===== config.mk =====
export PLATFORM = sky130hd
export DESIGN_NAME = exe_stage_mt
export DESIGN_NICKNAME = d
export VERILOG_FILES = /design/src/rtl/exe_stage_mt.sv
export SDC_FILE = /design/constraint.sdc
export NUM_CORES = 1
export LEC_CHECK = 0
export CAP_MARGIN = 25
export CORE_MARGIN = 3
export CORE_UTILIZATION = 40
export DETAILED_ROUTE_END_ITERATION = 10
export PLACE_DENSITY = 0.69
export SLEW_MARGIN = 20
export SYNTH_ARGS = -nofsm -noshare
export SYNTH_HDL_FRONTEND = slang
export SYNTH_SLANG_ARGS = --single-unit

===== constraint.sdc =====
create_clock -name i_clk -period 8.82 [get_ports i_clk]
set_input_delay 1.764 -clock i_clk [delete_from_list [all_inputs] [get_ports i_clk]]
set_output_delay 1.764 -clock i_clk [all_outputs]
set_load 0.01 [all_outputs]

===== src/rtl/exe_stage_mt.sv =====
// Multithreaded execute stage: thread-tagged forwarding, load-use detection,
// single-cycle ALU, iterative multiplier and the EX/MEM pipeline register.
module exe_stage_mt #(
    parameter int DATA_W  = 32,
    parameter int TRD_W   = 3,
    parameter int RAW     = 5,
    parameter int MUL_BPC = 1
) (
    input  logic              i_clk,
    input  logic              i_rst,
    input  logic              i_valid_ex,
    input  logic [2:0]        i_op_ex,
    input  logic [TRD_W-1:0]  i_trd_ex,
    input  logic [RAW-1:0]    i_rs_a_ex,
    input  logic [RAW-1:0]    i_rs_b_ex,
    input  logic [DATA_W-1:0] i_data_a_ex,
    input  logic [DATA_W-1:0] i_data_b_ex,
    input  logic [RAW-1:0]    i_rd_ex,
    input  logic              i_wr_en_ex,
    input  logic              i_ld_ex,
    input  logic              i_flush_ex,
    input  logic              i_stall_in,
    input  logic [TRD_W-1:0]  i_trd_wb,
    input  logic [RAW-1:0]    i_rd_wb,
    input  logic              i_wr_en_wb,
    input  logic [DATA_W-1:0] i_data_wb,
    output logic              o_valid_mem,
    output logic              o_wr_en_mem,
    output logic              o_ld_mem,
    output logic              o_ovf_mem,
    output logic [TRD_W-1:0]  o_trd_mem,
    output logic [RAW-1:0]    o_rd_mem,
    output logic [DATA_W-1:0] o_data_mem,
    output logic              o_stall_ex,
    output logic              o_mul_busy
);

    localparam int N     = DATA_W / MUL_BPC;
    localparam int CNT_W = $clog2(N + 1);

    typedef enum logic [1:0] {ST_IDLE, ST_RUN, ST_DONE} state_t;

    state_t              r_state;
    logic [CNT_W-1:0]    r_cnt;
    logic [DATA_W-1:0]   r_acc;
    logic [DATA_W-1:0]   r_mcand;
    logic [DATA_W-1:0]   r_mplier;

    logic                r_valid_mem;
    logic                r_wr_en_mem;
    logic                r_ld_mem;
    logic                r_ovf_mem;
    logic [TRD_W-1:0]    r_trd_mem;
    logic [RAW-1:0]      r_rd_mem;
    logic [DATA_W-1:0]   r_data_mem;

    logic                w_mem_wr;
    logic                w_mem_alu;
    logic                w_mem_ld;
    logic                w_wb_wr;
    logic [DATA_W-1:0]   w_op_a;
    logic [DATA_W-1:0]   w_op_b;
    logic                w_hazard;
    logic                w_is_mul;
    logic                w_stall_ex;
    logic                w_mul_start;
    logic [DATA_W-1:0]   w_sum;
    logic [DATA_W-1:0]   w_diff;
    logic [DATA_W-1:0]   w_res;
    logic                w_ovf;
    logic [DATA_W-1:0]   w_pp;
    logic [DATA_W-1:0]   w_pp0;

    // MEM forwards ALU results only; a load in MEM has no data yet.
    assign w_mem_wr  = r_valid_mem & r_wr_en_mem & (r_trd_mem == i_trd_ex) & (r_rd_mem != '0);
    assign w_mem_alu = w_mem_wr & ~r_ld_mem;
    assign w_mem_ld  = w_mem_wr & r_ld_mem;
    assign w_wb_wr   = i_wr_en_wb & (i_trd_wb == i_trd_ex) & (i_rd_wb != '0);

    assign w_op_a = (w_mem_alu & (r_rd_mem == i_rs_a_ex)) ? r_data_mem :
                    (w_wb_wr   & (i_rd_wb  == i_rs_a_ex)) ? i_data_wb  : i_data_a_ex;
    assign w_op_b = (w_mem_alu & (r_rd_mem == i_rs_b_ex)) ? r_data_mem :
                    (w_wb_wr   & (i_rd_wb  == i_rs_b_ex)) ? i_data_wb  : i_data_b_ex;

    assign w_hazard = i_valid_ex & w_mem_ld & (r_state == ST_IDLE) &
                      ((r_rd_mem == i_rs_a_ex) | (r_rd_mem == i_rs_b_ex));
    assign w_is_mul    = i_valid_ex & (i_op_ex == 3'd6);
    assign w_stall_ex  = w_hazard | (w_is_mul & (r_state != ST_DONE));
    assign w_mul_start = (r_state == ST_IDLE) & w_is_mul & ~w_hazard & ~i_flush_ex;

    assign w_sum  = w_op_a + w_op_b;
    assign w_diff = w_op_a - w_op_b;
    assign w_pp   = r_mcand * DATA_W'(r_mplier[MUL_BPC-1:0]);
    assign w_pp0  = w_op_a * DATA_W'(w_op_b[MUL_BPC-1:0]);

    always_comb begin
        w_res = '0;
        w_ovf = 1'b0;
        case (i_op_ex)
            3'd0: begin
                w_res = w_sum;
                w_ovf = (w_op_a[DATA_W-1] == w_op_b[DATA_W-1]) & (w_sum[DATA_W-1] != w_op_a[DATA_W-1]);
            end
            3'd1: begin
                w_res = w_diff;
                w_ovf = (w_op_a[DATA_W-1] != w_op_b[DATA_W-1]) & (w_diff[DATA_W-1] != w_op_a[DATA_W-1]);
            end
            3'd2: w_res = w_op_a & w_op_b;
            3'd3: w_res = w_op_a | w_op_b;
            3'd4: w_res = w_op_a ^ w_op_b;
            3'd5: w_res = {{(DATA_W-1){1'b0}}, ($signed(w_op_a) < $signed(w_op_b))};
            3'd6: w_res = r_acc;
            default: w_res = w_op_b;
        endcase
    end

    // The first multiplier chunk is retired at capture, so r_cnt holds the
    // chunks still outstanding and RUN lasts N-1 cycles.
    always_ff @(posedge i_clk or posedge i_rst) begin
        if (i_rst) begin
            r_state  <= ST_IDLE;
            r_cnt    <= '0;
            r_acc    <= '0;
            r_mcand  <= '0;
            r_mplier <= '0;
        end else if (i_flush_ex) begin
            r_state <= ST_IDLE;
            r_cnt   <= '0;
        end else begin
            case (r_state)
                ST_IDLE: begin
                    if (w_mul_start) begin
                        r_acc    <= w_pp0;
                        r_mcand  <= w_op_a << MUL_BPC;
                        r_mplier <= w_op_b >> MUL_BPC;
                        r_cnt    <= CNT_W'(N - 1);
                        r_state  <= (N == 1) ? ST_DONE : ST_RUN;
                    end
                end
                ST_RUN: begin
                    r_acc    <= r_acc + w_pp;
                    r_mcand  <= r_mcand << MUL_BPC;
                    r_mplier <= r_mplier >> MUL_BPC;
                    r_cnt    <= r_cnt - CNT_W'(1);
                    if (r_cnt == CNT_W'(1)) r_state <= ST_DONE;
                end
                ST_DONE: begin
                    if (!i_stall_in) r_state <= ST_IDLE;
                end
                default: r_state <= ST_IDLE;
            endcase
        end
    end

    always_ff @(posedge i_clk or posedge i_rst) begin
        if (i_rst) begin
            r_valid_mem <= 1'b0;
            r_wr_en_mem <= 1'b0;
            r_ld_mem    <= 1'b0;
            r_ovf_mem   <= 1'b0;
            r_trd_mem   <= '0;
            r_rd_mem    <= '0;
            r_data_mem  <= '0;
        end else if (i_flush_ex || (!i_stall_in && (w_stall_ex || !i_valid_ex))) begin
            r_valid_mem <= 1'b0;
            r_wr_en_mem <= 1'b0;
            r_ld_mem    <= 1'b0;
            r_ovf_mem   <= 1'b0;
            r_trd_mem   <= '0;
            r_rd_mem    <= '0;
            r_data_mem  <= '0;
        end else if (!i_stall_in) begin
            r_valid_mem <= 1'b1;
            r_wr_en_mem <= i_wr_en_ex;
            r_ld_mem    <= i_ld_ex;
            r_ovf_mem   <= w_ovf;
            r_trd_mem   <= i_trd_ex;
            r_rd_mem    <= i_rd_ex;
            r_data_mem  <= w_res;
        end
    end

    assign o_valid_mem = r_valid_mem;
    assign o_wr_en_mem = r_wr_en_mem;
    assign o_ld_mem    = r_ld_mem;
    assign o_ovf_mem   = r_ovf_mem;
    assign o_trd_mem   = r_trd_mem;
    assign o_rd_mem    = r_rd_mem;
    assign o_data_mem  = r_data_mem;
    assign o_stall_ex  = w_stall_ex;
    assign o_mul_busy  = (r_state != ST_IDLE);

endmodule

# == After elaboration in Yosys (flattened, before gate mapping) ==
# Cells that the tools add are included.
# classes
bitwise,29
n_reduce_logical,15
multipliers,2
n_lt_le_gt_ge,1
mux,34
n_eq_ne,25
addsub,4
# op_table
cell,count
$mux W32,9
$pmux W32 S7,1
$pmux W32 S2,3
$add A32 B32 Y32,2
$mul A32 B1 Y32,2
$and A32 B32 Y32,1
$lt A32 B32 Y1,1
$or A32 B32 Y32,1
$sub A32 B32 Y32,1
$xor A32 B32 Y32,1
$and A1 B1 Y1,21
$eq A5 B5 Y1,4
$mux W6,2
$pmux W6 S2,1
$mux W5,2
$reduce_bool A5 Y1,2
$eq A3 B3 Y1 const B,3
$ne A3 B3 Y1 const B,3
$mux W1,8
$mux W2,4
$eq A3 B2 Y1 const B,2
$eq A3 B3 Y1,2
$eq A6 B1 Y1 const B,1
$mux W3,2
21 further kinds,31
# totals
word_cells,122
regBits,148
input_bits,133

# == Longest topological paths before layout ==
# Gate-level depths: netlist (run 1).
# depth
ltp_word,13
depth_mapped,23
ltp_nobuf,20

# == Worst setup path before layout (run 1) ==
# Ideal clock, no wire load.
# synth_timing
kind,input to register
from,input i_rd_wb[1]
to,register r_data_mem[22] (netlist: o_data_mem[22])
slack_ps,2296
t_arrival_ps,6403
required_ps,8699
cell_stages,23
n_path_buf,3
cell_sequence,or4_1 o211ai_2 or4_1 buf_2 buf_1 mux2i_1 nor2_1 a21oi_1 inv_1 ha_1 clkbuf_1 a21oi_1 o21ai_0 a21o_1 a21oi_1 o31ai_1 a221o_1 o31a_1 a21oi_1 nor2_1 xnor2_1 a221o_1 a22o_1
# synth_between
elab_chain_len,9
# synth_rtl
item,line_no,rtl
start: declaration,24,"input logic [RAW-1:0] i_rd_wb,"
$reduce_bool A5 Y1,78,assign w_wb_wr = i_wr_en_wb & (i_trd_wb == i_trd_ex) & (i_rd_wb != '0);
$and A1 B1 Y1,78,
$and A1 B1 Y1 (on tied branches),"81, 83",
$mux W32 (on tied branches),"81, 83",
$mux W32 (on tied branches),"80, 82",
$sub A32 B32 Y32 (tied with other cells),92,assign w_diff = w_op_a - w_op_b;
$pmux W32 S7 (*),99,case (i_op_ex)
$mux W32 (*),172,end else if (!i_stall_in) begin
$mux W32 (*),164,end else if (i_flush_ex || (!i_stall_in && (w_stall_ex || !i_valid_ex))) begin
end signal: assignment,179,r_data_mem <= w_res;
end: declaration,55,logic [DATA_W-1:0] r_data_mem;
# Mark *: on every way between the ends. The rest lies on a longest branch, timed or not. The select of a mux whose other input is x is not followed.
# A chain may end at the register's enable or synchronous reset.

# == Final worst setup path (run 1) ==
# layout_timing
from,input i_trd_ex[2]
to,register r_data_mem[0] (netlist: o_data_mem[0])
# layout_between
elab_chain_len,12
# layout_rtl
item,line_no,rtl
start: declaration,13,"input logic [TRD_W-1:0] i_trd_ex,"
"parallel branches: the longest is 12 deep, another holds $sub A32 B32 Y32",-,
# Parallel ways; which one is timed is not known. The select of a mux whose other input is x is not followed.

==> results of run 1 <==
-- critical path, cell delays in order --
cell	delay, ps
clkdlybuf4s50_1	550
xnor2_1	160
o211ai_2	170
or4_2	1090
mux2i_1	290
nor2_1	60
a21oi_1	350
inv_1	180
ha_1	530
inv_1	150
a21o_1	190
or2_2	310
o22ai_1	190
a21oi_2	110
a41oi_2	380
o21ai_1	240
o21ai_1	570
o21ai_1	190
a2111oi_0	710
a211o_1	190
-- Yosys cell counts (all sizes together) (29+ instances only) --
| library cell | instances |
|---|---|
| o21ai | 189 |
| inv | 113 |
| a21oi | 281 |
| dfrtp | 146 |
| xnor2 | 57 |
| mux2i | 73 |
| and2 | 32 |
| nor2 | 246 |
| a21o | 29 |
| ha | 144 |
| nor3 | 56 |
| nand3 | 34 |
| clkbuf | 120 |
| nand2 | 235 |
-- metal layers --
layer	global-route usage	wire [um]	up-vias
li1	-	-	7871
met1	0.3866	27060	7993
met2	0.4751	28540	775
met3	0.07199	5393	141
met4	0.1295	2458	4
met5	0	28	-
-- cell type report --
cell class,instances,area (um2)
Fill cell,3709,19550
Tap cell,511,639.4
Multi-Input combinational cell,1742,11090
Sequential cell,146,3654
Clock inverter,14,132.6
Timing Repair Buffer,224,2152
Clock buffer,18,439.2
Inverter,118,447.9
-- registers in the layout (all words and copies together) (netlist names) --
register     count
o_rd_mem         5
r_acc           32
o_ld_mem         1
r_mplier        31
r_state          2
o_ovf_mem        1
r_mcand         31
o_valid_mem      1
o_data_mem      32
r_cnt            6
o_wr_en_mem      1
o_trd_mem        3
-- path summary, 6_finish.rpt --
kind                                              to  cells past startpoint               startpoint  slack (ps)
max                        o_data_mem[0]$_DFFE_PP0P_                     20              i_trd_ex[2]         830
min                          r_mcand[31]$_DFFE_PP0P_                      2  r_mcand[31]$_DFFE_PP0P_         480
max reg2reg                o_data_mem[0]$_DFFE_PP0P_                     18  o_rd_mem[2]$_DFFE_PP0P_        2370
min reg2reg                  r_mcand[31]$_DFFE_PP0P_                      2  r_mcand[31]$_DFFE_PP0P_         480
max in group asynchronous      r_acc[22]$_DFFE_PP0P_                      3                    i_rst        5610
min in group asynchronous       r_cnt[3]$_DFFE_PP0P_                      2                    i_rst        1850
-- through the flow --
stage | hold WS [ps] | worst slack (ps) | instance area, um2 | util | total power [W]
3_3_place_gp | 461.1 | 588.5 | 17940 | 0.4709 | 0.002000
4_1_cts | 486.4 | 1081 | 18520 | 0.4859 | 0.002766
6_report | 483.0 | 831.5 | 18560 | 0.4870 | 0.002774
2_1_floorplan | 449.7 | 2296 | 15660 | - | 0.001645
5_1_grt | 510.1 | 631.1 | 18560 | 0.4870 | 0.002941
3_5_place_dp | 472.1 | 656.8 | 17940 | 0.4709 | 0.002022
-- cell families (layout without fill, tap and decap cells) --
logic type	Yosys count	after routing	share of synthesized area
AOI/OAI and AO/OA	756	756	0.3023
xor gates and xnor gates	71	71	0.03971
adders and majority gates	145	145	0.1163
buffers and inverters	259	374	0.06224
DFF	146	146	0.2333
muxes	79	79	0.05097
and+or+nand+nor	691	691	0.1951
-- power groups by stage --
stage               Sequential (W)  Clock [W]  Combinational, W
floorplan                 0.000877          0          0.000769
global placement          0.000910          0           0.00109
detailed placement        0.000914          0           0.00111
CTS                       0.000903   0.000746           0.00112
global route              0.000919   0.000772           0.00125
finish                    0.000904   0.000733           0.00114
==> metrics.md, run 1 <==
| Metric | Value |
|---|---|
| Clock skew | 12.34 ps |
| Num CTS Buffers | 17 |
| DIE WIDTH | 203.9 um |
| Ys async rst share | 1.000 |
| Register bit total from synthesis | 146 |
| Syn avg cell area | 7.294 um2 |
| Vias in the first global route | 16380 |
| Final ANT Viol Nets | 0 |
| Fin nets | 2527 |
| First-iteration detailed-routing DRC count | 1435 |
| Initial antenna violation count | 1 |
| Final Max Slew Viols | 0 |
| Crit Path Max Fanout | 16 |
| Commonest cells after routing, fill and taps aside | a21oi_1 (280), nor2_1 (242), nand2_1 (234), clkdlybuf4s50_1 (175), o21ai_0 (161) |
| Resize count post-CTS | 0 |
| Detailed Routing Iterations Pass 1 | 5 |
| Detailed placement HPWL | 46310 um |
| # port buffers | 178 |
| Post-route minimum period | 7989 ps |
| Clk buf depth | 2 |
| Switching power total | 0.001122 W |
| Clock power frac | 0.264 |
| Syn Nets | 2425 |
| Achievable Freq | 125.2 MHz |
| Max-cap violation count | 0 |
| Hold-fix buffers, CTS | 0 |
| Post-Syn Instances | 2147 |
| Wire per inst | 22.89 um |
| Initial core utilization | 0.4109 |
| Final Non-Filler Cells | 2773 |
| Placed cell count | 2739 |
| Worst-Margin Slew | 1044 ps |
| Required time of the critical path | 9220 ps |
| Biggest area consumer among synthesized cells | dfrtp_1 |
| Unique cell type count in the Yosys netlist | 88 |
| Tcrit/Tclk final | 0.9057 |
| Post-synth EDFFs | 0 |
| Seq/Total Area, Yosys | 0.2333 |
| Clock sinks | 146 |
| Commonest non-fill, non-tap cell in the layout | a21oi_1 |
| Comb pwr share | 0.410 |
| Post-Syn Area | 15660 um2 |
| CTS tree | yes |
| P_leak | 8.221 nW |
| Share of layout cells above drive strength 1 | 0.05305 |
| Peak supply drop | 0.0001699 V |
| Ys Warns | 0 |
| RSZ-0062 raised after global routing | no |
| Max transition margin | 0.3042 |
| Net Sw Frac | 0.4047 |
| Synthesis-to-finish area growth | 18.51% |
| Core area | 38110 um2 |
| Grt total ovfl | 0 |
| Crit Path Category | in2reg |
| Routed WL | 63480 um |
| Clk root buf | clkbuf_16 |
| Crit path launch type | input pin |
| Final Setup Violations | 0 |
| Vias | 16780 |
| Synth area leaders | dfrtp_1 (23%), ha_1 (12%), a21oi_1 (8.9%) |
| Yosys top cell area share | 0.2333 |
| Post-CTS setup buffer count | 0 |
| Hold Violations, Final | 0 |
| Die area | 41560 um2 |
| Chip height | 203.9 um |
| Data arrival, critical path | 8390 ps |
| Overall routing resource usage | 0.2984 |
| Clk slew on worst S/H paths | 70 ps |
| Drt drc | 0 |
| Skew-Pair Late Insertion Delay | 460 ps |
| Type of destination of the critical path | flip-flop |
| Row cnt | 71 |
| Global-route wire length before repair | 95940 um |
| CTS H-Tree Depth | 4 |
| Status | complete, no violations |
| Setup TNS | 0 ps |
| Worst Hold Class | reg2reg |
| Internal power | 0.001651 W |
| Io pins | 179 |
| Largest net degree at the start of global routing | 89 |
| Power density over the cells | 149.4 nW/um2 |
| Most common flop cell mapped by yosys | dfrtp_1 |
| Diode count | 0 |
| Seq pwr share | 0.326 |
| Routed vias/inst | 6.053 |
| Placer Congestion | 1.011 |
Note: power is estimated with default switching activity, not from simulation.
==> run 2, diff against run 1 <==
--- a/config.mk
+++ b/config.mk
@@ -9,7 +9,7 @@
 export CORE_MARGIN = 3
 export CORE_UTILIZATION = 40
 export DETAILED_ROUTE_END_ITERATION = 10
-export PLACE_DENSITY = 0.69
+export PLACE_DENSITY = 0.62
 export SLEW_MARGIN = 20
 export SYNTH_ARGS = -nofsm -noshare
 export SYNTH_HDL_FRONTEND = slang
==> metrics.md, run 2 (synthesis results as in run 1) <==
| Metric | Value |
|---|---|
| Fin nets | 2513 (was 2527) |
| Final ANT Viol Nets | 0 (unchanged) |
| Synthesis-to-finish area growth | 17.82% (was 18.51%) |
| Diode count | 0 (unchanged) |
| Routed vias/inst | 6.054 (was 6.053) |
| Placed cell count | 2727 (was 2739) |
| Clk slew on worst S/H paths | 60 ps (was 70 ps) |
| Hold depth | 2 (unchanged) |
| R2R setup slack | 2520 ps (was 2370 ps) |
| Commonest cells after routing, fill and taps aside | a21oi_1 (280), nor2_1 (243), nand2_1 (234), clkdlybuf4s50_1 (175), o21ai_0 (161) (was a21oi_1 (280), nor2_1 (242), nand2_1 (234), clkdlybuf4s50_1 (175), o21ai_0 (161)) |
| Num CTS Buffers | 17 (unchanged) |
| Hold Violations, Final | 0 (unchanged) |
| Initial antenna violation count | 1 (unchanged) |
| Overall routing resource usage | 0.2979 (was 0.2984) |
| Worst Hold Class | reg2reg (unchanged) |
| Routed WL | 63320 um (was 63480 um) |
| Detailed placement HPWL | 45880 um (was 46310 um) |
| Grt total ovfl | 0 (unchanged) |
| CTS H-Tree Depth | 4 (unchanged) |
| Final Max Slew Viols | 0 (unchanged) |
| Max transition margin | 0.2568 (was 0.3042) |
| Tcrit/Tclk final | 0.8950 (was 0.9057) |
| Clock skew | 12.69 ps (was 12.34 ps) |
| P_leak | 8.159 nW (was 8.221 nW) |
| Crit Path Category | in2reg (unchanged) |
| Skew-Pair Late Insertion Delay | 460 ps (about the same) |
| DP Worst Slack | 673.5 ps (was 656.8 ps) |
| Placer Congestion | 0.9425 (was 1.011) |
| Global-route wire length before repair | 96270 um (was 95940 um) |
| Vias | 16700 (was 16780) |
| Resize count post-CTS | 0 (unchanged) |
| Chip height | 203.9 um (unchanged) |
| Share of layout cells above drive strength 1 | 0.04626 (was 0.05305) |
| Reg-to-reg critical path endpoint | o_data_mem[0]$_DFFE_PP0P_ (unchanged) |
| Power density over the cells | 151.0 nW/um2 (was 149.4 nW/um2) |
| Hold path endpoint | r_mplier[9]$_DFFE_PP0P_ (was r_mcand[31]$_DFFE_PP0P_) |
| Crit Path Max Fanout | 10 (was 16) |
| Row cnt | 71 (unchanged) |
| Status | complete, no violations (unchanged) |
| Post-CTS setup buffer count | 0 (unchanged) |
| Peak supply drop | 0.0001621 V (was 0.0001699 V) |
| Die area | 41560 um2 (unchanged) |
| Final Setup Violations | 0 (unchanged) |
| Data arrival, critical path | 8280 ps (was 8390 ps) |
| Setup TNS | 0 ps (unchanged) |
| # port buffers | 178 (unchanged) |
| Max-cap violation count | 0 (unchanged) |
| Worst r2r src | o_trd_mem[2]$_DFFE_PP0P_ (was o_rd_mem[2]$_DFFE_PP0P_) |
| Vias in the first global route | 16080 (was 16380) |
| Final worst setup slack | 926.1 ps (was 831.5 ps) |
| HP Start | r_mplier[9]$_DFFE_PP0P_ (was r_mcand[31]$_DFFE_PP0P_) |
| Core area | 38110 um2 (unchanged) |
| CTS tree | yes (unchanged) |
| Achievable Freq | 126.7 MHz (was 125.2 MHz) |
| Worst R2R Path Depth | 19 (was 18) |
| # fillers | 3774 (was 3709) |
| Initial core utilization | 0.4109 (unchanged) |
| Drt drc | 0 (unchanged) |
| Worst-Margin Slew | 1115 ps (was 1044 ps) |
| RSZ-0062 raised after global routing | no (unchanged) |
| Clk buf depth | 2 (unchanged) |
| Hold-fix buffers, CTS | 0 (unchanged) |
| Wire per inst | 22.95 um (was 22.89 um) |
| Clock sinks | 146 (unchanged) |
| First-iteration detailed-routing DRC count | 1453 (was 1435) |
| Detailed Routing Iterations Pass 1 | 6 (was 5) |
| Io pins | 179 (unchanged) |
| DIE WIDTH | 203.9 um (unchanged) |
| Commonest non-fill, non-tap cell in the layout | a21oi_1 (unchanged) |
| Type of destination of the critical path | flip-flop (unchanged) |
| Required time of the critical path | 9210 ps (was 9220 ps) |
| Clk root buf | clkbuf_16 (unchanged) |
| Largest net degree at the start of global routing | 169 (was 89) |
| Crit path launch type | input pin (unchanged) |
| Final Non-Filler Cells | 2759 (was 2773) |
| Post-route minimum period | 7894 ps (was 7989 ps) |
==> run 2: worst max-delay path, stage by stage <==
cell and delay (ps):
clkdlybuf4s50_1 480, xnor2_1 330, o211ai_2 220, or4_2 910, mux2i_1 270, nor2_1 80
a21oi_1 350, inv_1 170, ha_1 530, inv_1 150, a21o_1 200, or2_2 310
o22ai_1 160, a21oi_2 110, a41oi_2 420, o21ai_1 270, o21ai_1 610, o21ai_1 240
a2111oi_0 550, a211o_1 160
==> run 2: worst max-delay path by stage <==
stage | startpoint | end
floorplan | i_rd_wb[1] | o_data_mem[22]$_DFFE_PP0P_
global placement | i_trd_ex[2] | o_data_mem[0]$_DFFE_PP0P_
detailed placement | i_trd_ex[2] | o_data_mem[0]$_DFFE_PP0P_
CTS | i_trd_ex[2] | o_data_mem[0]$_DFFE_PP0P_
global route | i_trd_ex[2] | o_data_mem[0]$_DFFE_PP0P_
finish | i_trd_ex[2] | o_data_mem[0]$_DFFE_PP0P_
==> run 2: cell type report <==
cell class,instances,area [um2],area share
repair buffers,210,2044,0.1108
multi-input cells,1742,11090,0.6008
clock buffers,19,442.9,0.02401
clock inverters,13,136.4,0.007392
inverters,118,447.9,0.02428
well taps,511,639.4,0.03465
flip-flops and latches,146,3654,0.1980
==> run 2: per-stage QoR <==
step | cell area (um2) | util | total power (W) | hold WS (ps)
2_1_floorplan | 15660 | - | 0.001645 | 449.7
3_3_place_gp | 17870 | 0.4689 | 0.001999 | 462.9
3_5_place_dp | 17870 | 0.4689 | 0.002017 | 473.0
4_1_cts | 18450 | 0.4841 | 0.002781 | 488.3
5_1_grt | 18450 | 0.4841 | 0.002953 | 502.2
6_report | 18450 | 0.4841 | 0.002786 | 483.3
==> run 2: power breakdown <==
part | switching, W | total (W) | internal [W]
combinational | 0.000668 | 0.00112 | 0.000456
clock | 0.000332 | 0.000755 | 0.000423
sequential | 0.000114 | 0.000907 | 0.000793
==> run 2: per-layer routing <==
| layer | track usage | vias to the layer above | part of all wire |
|---|---|---|---|
| met5 | 0 | - | 0 |
| met4 | 0.1072 | 0 | 0.035 |
| met3 | 0.05590 | 126 | 0.081 |
| met2 | 0.4818 | 737 | 0.45 |
| met1 | 0.3989 | 7995 | 0.43 |
| li1 | - | 7844 | - |
